File: src/rtl/win_integrator_pkg.sv
// Shared types and width helpers for the windowed integrator.
package win_integrator_pkg;

  typedef enum logic [0:0] {
    ACCUM = 1'b0,
    STALL = 1'b1
  } state_e;

  // Width of x*SCALE: enough bits for (2^in_w - 1) * scale.
  function automatic int prod_width(input int in_w, input int scale);
    return in_w + $clog2(scale + 1);
  endfunction

endpackage

File: src/rtl/win_integrator_scale.sv
// Combinational constant multiplier: p = x * SCALE at full product width.
module win_integrator_scale
  import win_integrator_pkg::*;
#(
  parameter int IN_W   = 4,
  parameter int SCALE  = 25,
  parameter int PROD_W = prod_width(IN_W, SCALE)
) (
  input  logic [IN_W-1:0]   x,
  output logic [PROD_W-1:0] p
);

  assign p = PROD_W'(x) * PROD_W'(SCALE);

endmodule

File: src/rtl/win_integrator.sv
// Windowed integrator: sums SCALE*x over WIN_LEN accepted samples into a one-deep output register.
// Build option WIN_INTEGRATOR_SAT_EN: saturate the accumulator and report ovf; otherwise wrap, ovf stays 0.
module win_integrator
  import win_integrator_pkg::*;
#(
  parameter int IN_W    = 4,
  parameter int SCALE   = 25,
  parameter int WIN_LEN = 8,
  parameter int ACC_W   = 13
) (
  input  logic             clock,
  input  logic             acc_rst2,
  input  logic             clr,
  input  logic             x_valid,
  input  logic [IN_W-1:0]  x,
  output logic             x_ready,
  output logic [ACC_W-1:0] y,
  output logic             y_valid,
  input  logic             y_ready,
  output logic             ovf
);

  localparam int PROD_W = prod_width(IN_W, SCALE);
  localparam int CNT_W  = (WIN_LEN > 1) ? $clog2(WIN_LEN) : 1;

  state_e           state_q, state_d;
  logic [ACC_W-1:0] acc_q, acc_d;
  logic [CNT_W-1:0] win_cnt_q, win_cnt_d;
  logic [ACC_W-1:0] y_q, y_d;
  logic             y_valid_q, y_valid_d;
  logic             win_ovf_q, win_ovf_d;
  logic             ovf_q, ovf_d;

  logic [PROD_W-1:0] prod;
  logic [ACC_W-1:0]  acc_nxt;
  logic              ovf_ev;
  logic              take, last, hs, block, acc_en;

  win_integrator_scale #(
    .IN_W  (IN_W),
    .SCALE (SCALE),
    .PROD_W(PROD_W)
  ) u_scale (
    .x(x),
    .p(prod)
  );

`ifdef WIN_INTEGRATOR_SAT_EN
  localparam int SUM_W = ((PROD_W > ACC_W) ? PROD_W : ACC_W) + 1;
  logic [SUM_W-1:0] sum;
  assign sum     = SUM_W'(acc_q) + SUM_W'(prod);
  assign ovf_ev  = |sum[SUM_W-1:ACC_W];
  assign acc_nxt = ovf_ev ? '1 : sum[ACC_W-1:0];
`else
  assign ovf_ev  = 1'b0;
  assign acc_nxt = acc_q + ACC_W'(prod);
`endif

  assign x_ready = (state_q == ACCUM);
  assign y       = y_q;
  assign y_valid = y_valid_q;
  assign ovf     = ovf_q;

  always_comb begin
    state_d   = state_q;
    acc_d     = acc_q;
    win_cnt_d = win_cnt_q;
    y_d       = y_q;
    y_valid_d = y_valid_q;
    win_ovf_d = win_ovf_q;
    ovf_d     = ovf_q;

    hs     = y_valid_q && y_ready;
    take   = x_valid && (state_q == ACCUM);
    last   = (win_cnt_q == CNT_W'(WIN_LEN - 1));
    // A completing sample with a result still held is refused and parks the FSM.
    block  = take && last && y_valid_q && !y_ready;
    acc_en = take && !block;

    if (hs) begin
      y_valid_d = 1'b0;
      ovf_d     = 1'b0;
    end

    case (state_q)
      ACCUM:   if (block) state_d = STALL;
      STALL:   if (hs)    state_d = ACCUM;
      default: state_d = ACCUM;
    endcase

    if (acc_en) begin
      if (last) begin
        y_d       = acc_nxt;
        y_valid_d = 1'b1;
        ovf_d     = win_ovf_q | ovf_ev;
        acc_d     = '0;
        win_cnt_d = '0;
        win_ovf_d = 1'b0;
      end else begin
        acc_d     = acc_nxt;
        win_cnt_d = win_cnt_q + CNT_W'(1);
        win_ovf_d = win_ovf_q | ovf_ev;
      end
    end

    // y is deliberately left alone so downstream keeps its last value.
    if (clr) begin
      state_d   = ACCUM;
      acc_d     = '0;
      win_cnt_d = '0;
      y_valid_d = 1'b0;
      win_ovf_d = 1'b0;
      ovf_d     = 1'b0;
    end
  end

  always_ff @(posedge clock or posedge acc_rst2) begin
    if (acc_rst2) begin
      state_q   <= ACCUM;
      acc_q     <= '0;
      win_cnt_q <= '0;
      y_q       <= '0;
      y_valid_q <= 1'b0;
      win_ovf_q <= 1'b0;
      ovf_q     <= 1'b0;
    end else begin
      state_q   <= state_d;
      acc_q     <= acc_d;
      win_cnt_q <= win_cnt_d;
      y_q       <= y_d;
      y_valid_q <= y_valid_d;
      win_ovf_q <= win_ovf_d;
      ovf_q     <= ovf_d;
    end
  end

endmodule

File: config.mk
export PLATFORM = sky130hd
export DESIGN_NAME = win_integrator
export DESIGN_NICKNAME = d
export VERILOG_FILES = /design/src/rtl/win_integrator_pkg.sv /design/src/rtl/win_integrator_scale.sv /design/src/rtl/win_integrator.sv
export SDC_FILE = /design/constraint.sdc
export NUM_CORES = 1
export LEC_CHECK = 0
export BUFFER_PORTS_ARGS = -buffer_cell sky130_fd_sc_hd__buf_2
export CAP_MARGIN = 5
export CORE_MARGIN = 3
export CORE_UTILIZATION = 47
export CTS_CLUSTER_SIZE = 25
export DETAILED_ROUTE_END_ITERATION = 12
export GPL_TIMING_DRIVEN = 1
export PLACE_DENSITY = 0.69
export SYNTH_ARGS = -nofsm -noshare
export SYNTH_HDL_FRONTEND = slang
export SYNTH_SLANG_ARGS = --single-unit
export TNS_END_PERCENT = 50
File: constraint.sdc
create_clock -name clock -period 2.5 [get_ports clock]
set_input_delay 0.25 -clock clock [delete_from_list [all_inputs] [get_ports clock]]
set_output_delay 0.25 -clock clock [all_outputs]
set_load 0.01 [all_outputs]
==> results of run 1 <==
-- per-stage QoR --
stage / utilization / std cells / area, sq um / TNS [ns]
after floorplan: - / 189 / 1950 / 0
after global placement: 0.588 / 275 / 2250 / -1.01
after detailed placement: 0.588 / 275 / 2250 / -1.61
after CTS: 0.611 / 283 / 2340 / 0
after global routing: 0.618 / 284 / 2360 / -0.00846
final: 0.618 / 284 / 2360 / 0
-- final cells by class --
cell class	count	share of cell area
tap	48	0.0254
sequential	32	0.339
clock buffer	8	0.0381
inverter	11	0.0175
multi-input combinational	141	0.466
timing repair buffer	44	0.114
-- kinds of logic (layout without fill, tap and decap cells) --
family | after synthesis | count (layout) | share of synthesized area
AND/OR/NAND/NOR | 51 | 51 | 0.123
AO/OA/AOI/OAI | 48 | 48 | 0.167
flip-flops | 32 | 32 | 0.413
adder cells (fa/ha/maj) | 27 | 27 | 0.190
buffers and inverters | 16 | 63 | 0.0342
XOR/XNOR | 10 | 10 | 0.0452
multiplexers | 5 | 5 | 0.0278
-- power by group through the flow --
stage	registers, mW	clock network [mW]	logic [mW]
floorplan	0.585	0	0.376
global placement	0.592	0	0.542
detailed placement	0.594	0	0.565
CTS	0.585	0.430	0.575
global route	0.591	0.454	0.649
finish	0.585	0.418	0.587
-- flip-flops by register name (all words and copies together), names as in the netlist --
| signal | flops |
|---|---|
| acc_q | 13 |
| ovf | 1 |
| state_q | 1 |
| win_cnt_q | 3 |
| y | 13 |
| y_valid | 1 |
-- layer usage --
layer,part of all wire,vias to the layer above,wire length (um),global-route usage
li1,-,761,-,-
met1,0.43,762,1940,0.236
met2,0.49,44,2200,0.338
met3,0.045,15,202,0.0547
met4,0.033,0,149,0.0979
met5,0,-,0,0
-- synth_stat cells --
cell type,instances
xor2_1,4
inv_1,11
nor2_1,7
a31o_1,1
ha_1,23
o211ai_1,1
nor2_2,1
and3_1,1
mux2i_1,2
or3_1,4
nand2_1,25
a21o_1,4
a32oi_2,1
buf_4,1
and4_1,1
a21oi_1,12
o22ai_1,1
nand3_1,2
fa_1,4
and3_2,1
nand2b_1,3
a21oi_2,1
o21ai_0,10
and2b_1,1
a22o_1,8
o21ai_1,2
xnor2_1,6
clkbuf_1,2
a211oi_1,1
nor3_1,2
a211oi_2,1
mux2_2,3
o21ai_2,1
a31oi_1,3
a21boi_0,1
nand4_1,1
nor2b_1,2
buf_2,2
dfrtp_1,32
-- cell usage in the layout (no fill, tap or decap), types with 6 or more instances in the layout --
cell,instances
xnor2_1,6
a22o_1,8
clkbuf_8,6
dfrtp_1,32
ha_1,21
buf_4,20
nor2_1,7
a21oi_1,12
buf_2,24
o21ai_0,7
nand2_1,25
inv_1,11
-- final timing paths --
path | start | endpoint | slack (ns) | cells after the start
setup / recovery | x[2] | acc_q[11] | 0.1 | 13
hold / removal | acc_rst2 | y[6] | 0.05 | 3
setup reg to reg | acc_q[4] | acc_q[12] | 0.12 | 8
hold reg to reg | y[5] | y[5] | 0.48 | 2
max in group asynchronous | acc_rst2 | acc_q[6] | 2.15 | 3
min in group clock | clr | y_valid | 0.22 | 2
-- worst min-delay path, stage by stage --
cell	delay, ns
buf_2	0.09
inv_1	0.04
buf_4	0.36
-- repair_timing --
action	4_1_cts	5_1_grt
endpoints found under the hold margin	0	0
gates resized for setup	0	7
endpoints found under the setup margin	0	6
setup buffers	0	1
==> results_dict.tcl, run 1 <==
set metrics [dict create \
    core_sq_um 3830 \
    cp.required_ns 2.71 \
    power.share.clock 0.263 \
    antenna_found_initial 0 \
    cpMaxStageDelayCell "ha_1" \
    yosysWarnings 0 \
    ir_drop_mv 0.348 \
    synth.cell_area_sq_um 1940 \
    grt_overflow_total 0 \
    numClockSinks 32 \
    finalHoldWorstSlack_ns 0.0475 \
    critPathMaxStageDelay_ns 0.41 \
    syn2layout_area_growth_pct 21.9 \
    drv_cap 0 \
    cp_max_fo 6 \
    grt_pass1_wl_um 7830 \
    portBuffers 24 \
    multiInputGateArea_sq_um 1100 \
    switching_share 0.330 \
    worstPathArrival_ns 2.61 \
    ios 25 \
    setup_viol 0 \
    ys_ff_latch 32 \
    grt_pass1_vias 1714 \
    ys_seq_area_frac 0.413 \
    crit_family "adder cells" \
    route.detailed.drc 0 \
    synthTopCellsByArea "dfrtp_1 41%, ha_1 15%, nand2_1 4.8%, fa_1 4.1%, a22o_1 3.6%" \
    cp-start-kind "input pin" \
    cts_made_buffers 5 \
    crit_path_end_kind "flop" \
    grt_max_degree 33 \
    path_common_cell "ha_1" \
    maxSlewViolCount 0 \
    status "finished, final reports clean" \
    initialDrtViolationCount 31 \
    power_frac_comb 0.369 \
    antenna_left 0 \
    power_density_nw_per_um2 673 \
    clk_latency_ns 0.29 \
    cts_hold_buf 0 \
    avgSynthCellArea_sq_um 10.3 \
    fillCellCount 327 \
    gpl.final_weighted_congestion 0.945 \
    intPower_mw 1.07 \
    num_vias 1582 \
    die_x_um 70.2 \
    fp-row-count 22 \
    htree_levels 2 \
    synthCells 189 \
    wl_per_cell_um 15.8 \
    critPathBufInv 4 \
    start_util 0.507 \
    slew_headroom 0.602 \
    clkTransAtPathRegs_ns 0.06 \
    power_switching_mw 0.525 \
    final_nets 271 \
    viasPerCell 5.57 \
    grt_util_all_layers 0.201 \
    fin_crit_sh 0.961 \
    tightest_slew_ns 0.595 \
    finalCriticalPeriod_ns 2.40 \
    cp_cell_sequence "buf_2 -> inv_1 -> ha_1 -> inv_1 -> ha_1 -> fa_1 -> ha_1 -> nand4_1 -> o22ai_1 -> a21oi_1 -> buf_4 -> or3_1 -> o21ai_2" \
    routed_wl_um 4490 \
    first_pass_iters 4 \
    p_leak_nw 1.26 \
    seq_area_sq_um 801 \
    die_y_um 70.2 \
    syn_nets 225 \
    dieArea_sq_um 4930 \
    drive_above_1_share 0.271 \
    hpwl_um 3260 \
    dpl_worst_slack_ns -0.224 \
    total_power_mw 1.59 \
    clk_path_buf_depth 2 \
    min_path_type "in -> async" \
    antennaDiodeCount 0 \
    finClkSkew_ns 0.00417 \
    seqPwrFrac 0.368 \
    tritoncts "yes" \
    hold_viol_final 0 \
    yosysTopAreaCellShare 0.413 \
    yosysTopAreaCell "dfrtp_1" \
    ys_types 39 \
    fmax_ghz 0.416 \
    setup_ws_ns 0.0968 \
    clock-root-buffer "clkbuf_8" \
    path_class "in -> reg" \
]
No activity file was read; power rests on OpenSTA's default activity.
==> inputs of run 2 (changes only) <==
--- a/config.mk
+++ b/config.mk
@@ -5,6 +5,7 @@
 export SDC_FILE = /design/constraint.sdc
 export NUM_CORES = 1
 export LEC_CHECK = 0
+export ABC_AREA = 1
 export BUFFER_PORTS_ARGS = -buffer_cell sky130_fd_sc_hd__buf_2
 export CAP_MARGIN = 5
 export CORE_MARGIN = 3
@@ -12,7 +13,7 @@
 export CTS_CLUSTER_SIZE = 25
 export DETAILED_ROUTE_END_ITERATION = 12
 export GPL_TIMING_DRIVEN = 1
-export PLACE_DENSITY = 0.69
+export PLACE_DENSITY = 0.68
 export SYNTH_ARGS = -nofsm -noshare
 export SYNTH_HDL_FRONTEND = slang
 export SYNTH_SLANG_ARGS = --single-unit
==> results_dict.tcl, run 2 <==
set metrics [dict create \
    status "finished, final reports clean" \
    hold_viol_final 0 \
    numClockSinks 32 \
    cp_max_fo 4 \
    portBuffers 24 \
    htree_levels 2 \
    syn2layout_area_growth_pct 12.6 \
    synthTopCellsByArea "dfrtp_1 37%, nand2_1 19%, ha_1 13%, inv_1 4.6%, nand3_1 4.2%" \
    route.detailed.drc 0 \
    setup_viol 0 \
    place_area_sq_um 2320 \
    final_nets 331 \
    clkTransAtPathRegs_ns 0.08 \
    seq_area_sq_um 801 \
    ys_async_sr_fraction 1.00 \
    num_vias 1689 \
    crit_family "adder cells" \
    grt_pass1_vias 1712 \
    crit_path_end_kind "flop" \
    grt_max_degree 33 \
    routed_wl_um 4330 \
    yosysWarnings 0 \
    clk_path_buf_depth 2 \
    ir_drop_mv 0.333 \
    gpl.final_weighted_congestion 0.871 \
    tns_ns 0 \
    final_util 0.573 \
    yosysTopAreaCellShare 0.375 \
    tightest_slew_ns 0.423 \
    power_density_nw_per_um2 639 \
    synth.cell_area_sq_um 2140 \
    r2r-start "acc_q[4]" \
    path_class "in -> reg" \
    yosysTopAreaCell "dfrtp_1" \
    slew_headroom 0.717 \
    grt_overflow_total 0 \
    ios 25 \
    mostFrequentLayoutCells "109 x nand2_1, 32 x dfrtp_1, 26 x inv_1, 24 x buf_2, 23 x ha_1" \
    maxSlewViolCount 0 \
    ys_seq_area_frac 0.375 \
    synth_edf_count 0 \
    grt_pass1_wl_um 7490 \
    syn_nets 299 \
    ys_ff_latch 32 \
    viasPerCell 4.88 \
    cp.required_ns 2.69 \
    fmax_ghz 0.460 \
    yosys-top-cells-count "109 x nand2_1, 32 x dfrtp_1, 26 x inv_1" \
    dieArea_sq_um 5390 \
    ys_types 23 \
    cts_hold_buf 0 \
    cpMaxStageDelayCell "ha_1" \
    critPathBufInv 3 \
    cp-start-kind "input pin" \
    final_cell_area_sq_um 2410 \
    fillCellCount 397 \
    fin_crit_sh 0.869 \
    path_common_cell "ha_1" \
    initialDrtViolationCount 77 \
    critPathMaxStageDelay_ns 0.36 \
    drive_above_1_share 0.172 \
    synthCells 263 \
    clk_latency_ns 0.30 \
    drv_cap 0 \
    wl_per_cell_um 12.5 \
    cts_made_buffers 5 \
    finalCriticalPeriod_ns 2.17 \
    total_power_mw 1.54 \
    antenna_found_initial 0 \
    start_util 0.509 \
    antennaDiodeCount 0 \
    fp-row-count 23 \
    first_pass_iters 4 \
    clock-root-buffer "clkbuf_8" \
    tritoncts "yes" \
    post_cts_resized 0 \
    core_sq_um 4200 \
    worstPathArrival_ns 2.36 \
    antenna_left 0 \
    post_cts_buffers 0 \
    mostFrequentLayoutCell "nand2_1" \
    p_leak_nw 1.41 \
    hpwl_um 3230 \
    cp_cell_sequence "buf_2 -> inv_1 -> ha_1 -> inv_1 -> ha_1 -> ha_1 -> ha_1 -> a21oi_1 -> nand2_1 -> nand2_1 -> nand4_1 -> nand3_1 -> nand2_1" \
    rsz0062_at_grt "false" \
    die_x_um 73.4 \
    avgSynthCellArea_sq_um 8.13 \
    die_y_um 73.4 \
    grt_util_all_layers 0.184 \
    finClkSkew_ns 0.0166 \
    synthFlopType "dfrtp_1" \
    yosysMostFrequentCell "nand2_1" \
    min_path_type "in -> async" \
    startpoint "x[2]" \
    multiInputGateArea_sq_um 1180 \
]
==> run 2: changes by cell type in the layout (fill, tap and decap cells not counted), moves of 4 or more <==
cell | before | now
nand2_1 | 25 | 109
nand3_1 | 2 | 18
buf_4 | 20 | 5
inv_1 | 11 | 26
a21oi_1 | 12 | 4
a22o_1 | 8 | 1
nand3_2 | 0 | 7
xnor2_1 | 6 | 1
a21o_1 | 4 | 0
o21ai_1 | 4 | 0
or3_1 | 4 | 0
==> run 2: through the flow <==
stage | std cells | hold slack (ns) | setup WS (ns)
after floorplan | 263 | 0.313 | 0.271
after global placement | 338 | 0.357 | 0.00444
after detailed placement | 338 | 0.364 | 0.00386
after CTS | 346 | 0.0357 | 0.314
after global routing | 346 | 0.0501 | 0.108
final | 346 | 0.0173 | 0.327
==> run 2: power breakdown <==
part	switching, mW	leakage [nW]	internal (mW)
Combinational	0.329	0.920	0.193
Sequential	0.0301	0.439	0.558
Clock	0.202	0.0455	0.225
Total	0.561	1.41	0.976
==> run 2: layer usage <==
metal  GRT usage  routed length [um]
met5           0                   0
met4      0.0785                  87
met3      0.0465                 179
met2       0.307                2070
met1       0.224                1990
==> run 2: final cells by class <==
cell class,count,share of cell area
timing repair buffer,29,0.0655
tap,50,0.0260
sequential,32,0.333
inverter,29,0.0458
clock buffer,8,0.0374
multi-input combinational,198,0.492
==> run 2: path summary, 6_finish.rpt <==
check,endpoint,slack [ns],depth (start not counted)
min in group clock,y_valid,0.17,2
worst min-delay path,acc_q[7],0.02,3
worst max-delay path,y[11],0.33,13
worst min register to register,y[6],0.47,2
max in group asynchronous,y[1],2.18,3
worst max register to register,y[7],0.40,9
==> run 2: kinds of logic after synthesis <==
logic type	Yosys count	share of synthesized area
simple gates	153	0.319
buf+inv	33	0.0708
flops	32	0.375
fa+ha+maj	27	0.172
compound gates	13	0.0427
xor+xnor	5	0.0205
==> run 2: worst min-delay path, stage by stage <==
cell	delay, ns
buf_2	0.09
inv_1	0.04
buf_4	0.36
==> inputs of run 3 (changes only) <==
--- a/config.mk
+++ b/config.mk
@@ -14,6 +14,7 @@
 export DETAILED_ROUTE_END_ITERATION = 12
 export GPL_TIMING_DRIVEN = 1
 export PLACE_DENSITY = 0.68
+export REMOVE_ABC_BUFFERS = 1
 export SYNTH_ARGS = -nofsm -noshare
 export SYNTH_HDL_FRONTEND = slang
 export SYNTH_SLANG_ARGS = --single-unit
==> results_dict.tcl, run 3 (synthesis results as in run 2) <==
set metrics [dict create \
    cpMaxStageDelayCell "ha_1" \
    cp-start-kind "input pin" \
    tightest_slew_ns 0.443 \
    num_vias 1721 \
    grt_pass1_wl_um 7780 \
    numClockSinks 32 \
    drv_cap 0 \
    setup_viol 0 \
    tritoncts "yes" \
    initialDrtViolationCount 52 \
    route.detailed.drc 0 \
    slew_headroom 0.704 \
    multiInputGateArea_sq_um 1180 \
    clkTransAtPathRegs_ns 0.07 \
    core_sq_um 4200 \
    worstPathArrival_ns 2.42 \
    r2r-start "acc_q[4]" \
    antenna_left 0 \
    ir_drop_mv 0.382 \
    grt_overflow_total 0 \
    hpwl_um 3370 \
    min_path_type "in -> async" \
    mostFrequentLayoutCells "109 x nand2_1, 32 x dfrtp_1, 26 x inv_1, 24 x buf_2, 23 x ha_1" \
    cp_max_fo 4 \
    portBuffers 24 \
    startpoint "x[2]" \
    clk_latency_ns 0.28 \
    critPathMaxStageDelay_ns 0.36 \
    final_util 0.577 \
    finalCriticalPeriod_ns 2.24 \
    post_cts_resized 0 \
    first_pass_iters 4 \
    finalHoldWorstSlack_ns 0.0419 \
    seq_area_sq_um 801 \
    finClkSkew_ns 0.00401 \
    ios 25 \
    antennaDiodeCount 0 \
    r2r.worst_path.cells 9 \
    path_class "in -> reg" \
    cp.required_ns 2.68 \
    fp-row-count 23 \
    htree_levels 2 \
    maxSlewViolCount 0 \
    path_common_cell "ha_1" \
    use_met3 0.0383 \
    clock-root-buffer "clkbuf_8" \
    cp_cell_sequence "buf_2 -> inv_1 -> ha_1 -> inv_1 -> ha_1 -> ha_1 -> ha_1 -> a21oi_1 -> nor2_1 -> nor2_1 -> nand3b_1 -> nand3_1 -> nand2_1" \
    busiest_layer "met2" \
    drive_above_1_share 0.176 \
    gpl.final_weighted_congestion 0.894 \
    cts_made_buffers 5 \
    fin_crit_sh 0.895 \
    final_nets 331 \
    fillCellCount 396 \
    antenna_found_initial 0 \
    routed_wl_um 4400 \
    dieArea_sq_um 5390 \
    p_leak_nw 1.41 \
    grt_util_all_layers 0.188 \
    viasPerCell 4.97 \
    fmax_ghz 0.447 \
    status "finished, final reports clean" \
    grt_use_met2 0.330 \
    power_density_nw_per_um2 663 \
    wl_per_cell_um 12.7 \
    hold_viol_final 0 \
    grt_use_met1 0.234 \
    place_area_sq_um 2320 \
    syn2layout_area_growth_pct 13.4 \
    clk_path_buf_depth 2 \
    die_x_um 73.4 \
    total_power_mw 1.61 \
    grt_max_degree 33 \
    start_util 0.509 \
    rsz0062_at_grt "false" \
    post_cts_buffers 0 \
    cts_hold_buf 0 \
    final_cell_area_sq_um 2420 \
    grt_pass1_vias 1782 \
    crit_path_end_kind "flop" \
    die_y_um 73.4 \
    mostFrequentLayoutCell "nand2_1" \
]
==> run 3: metrics by stage <==
stage	TNS [ns]	std cells	worst slack [ns]
floorplan	0	259	0.271
global placement	-0.0366	338	-0.0256
detailed placement	-0.101	338	-0.0415
CTS	0	346	0.247
global route	0	346	0.0336
finish	0	346	0.261
==> run 3: worst paths after layout <==
check | slack [ns] | to
hold / removal | 0.04 | win_cnt_q[0]
setup / recovery | 0.26 | y[9]
hold reg to reg | 0.47 | y[0]
setup reg to reg | 0.40 | y[7]
min in group clock | 0.18 | y_valid
max in group asynchronous | 2.17 | y[11]
==> run 3: power by group <==
group,total (mW),internal [mW],switching [mW]
Combinational,0.527,0.194,0.333
Clock,0.493,0.296,0.197
Sequential,0.587,0.558,0.0291
Total,1.61,1.05,0.559
==> run 3: layout make-up <==
type	instances	share of cell area
Multi-Input combinational cell	198	0.489
Sequential cell	32	0.330
Timing Repair Buffer	29	0.0650
Inverter	29	0.0454
Clock buffer	6	0.0299
Tap cell	50	0.0258
Clock inverter	2	0.0145
==> run 3: critical path, delay by kind of cell <==
family,cells,cell delay [ns]
fa+ha+maj,4,1.20
simple gates,5,0.49
buf+inv,3,0.17
compound gates,1,0.33
==> run 3: routing by layer <==
layer  up-vias  share of wire
li1        903              -
met1       778           0.48
met2        33           0.48
met3         7          0.035
met4         0          0.011
met5         -              0
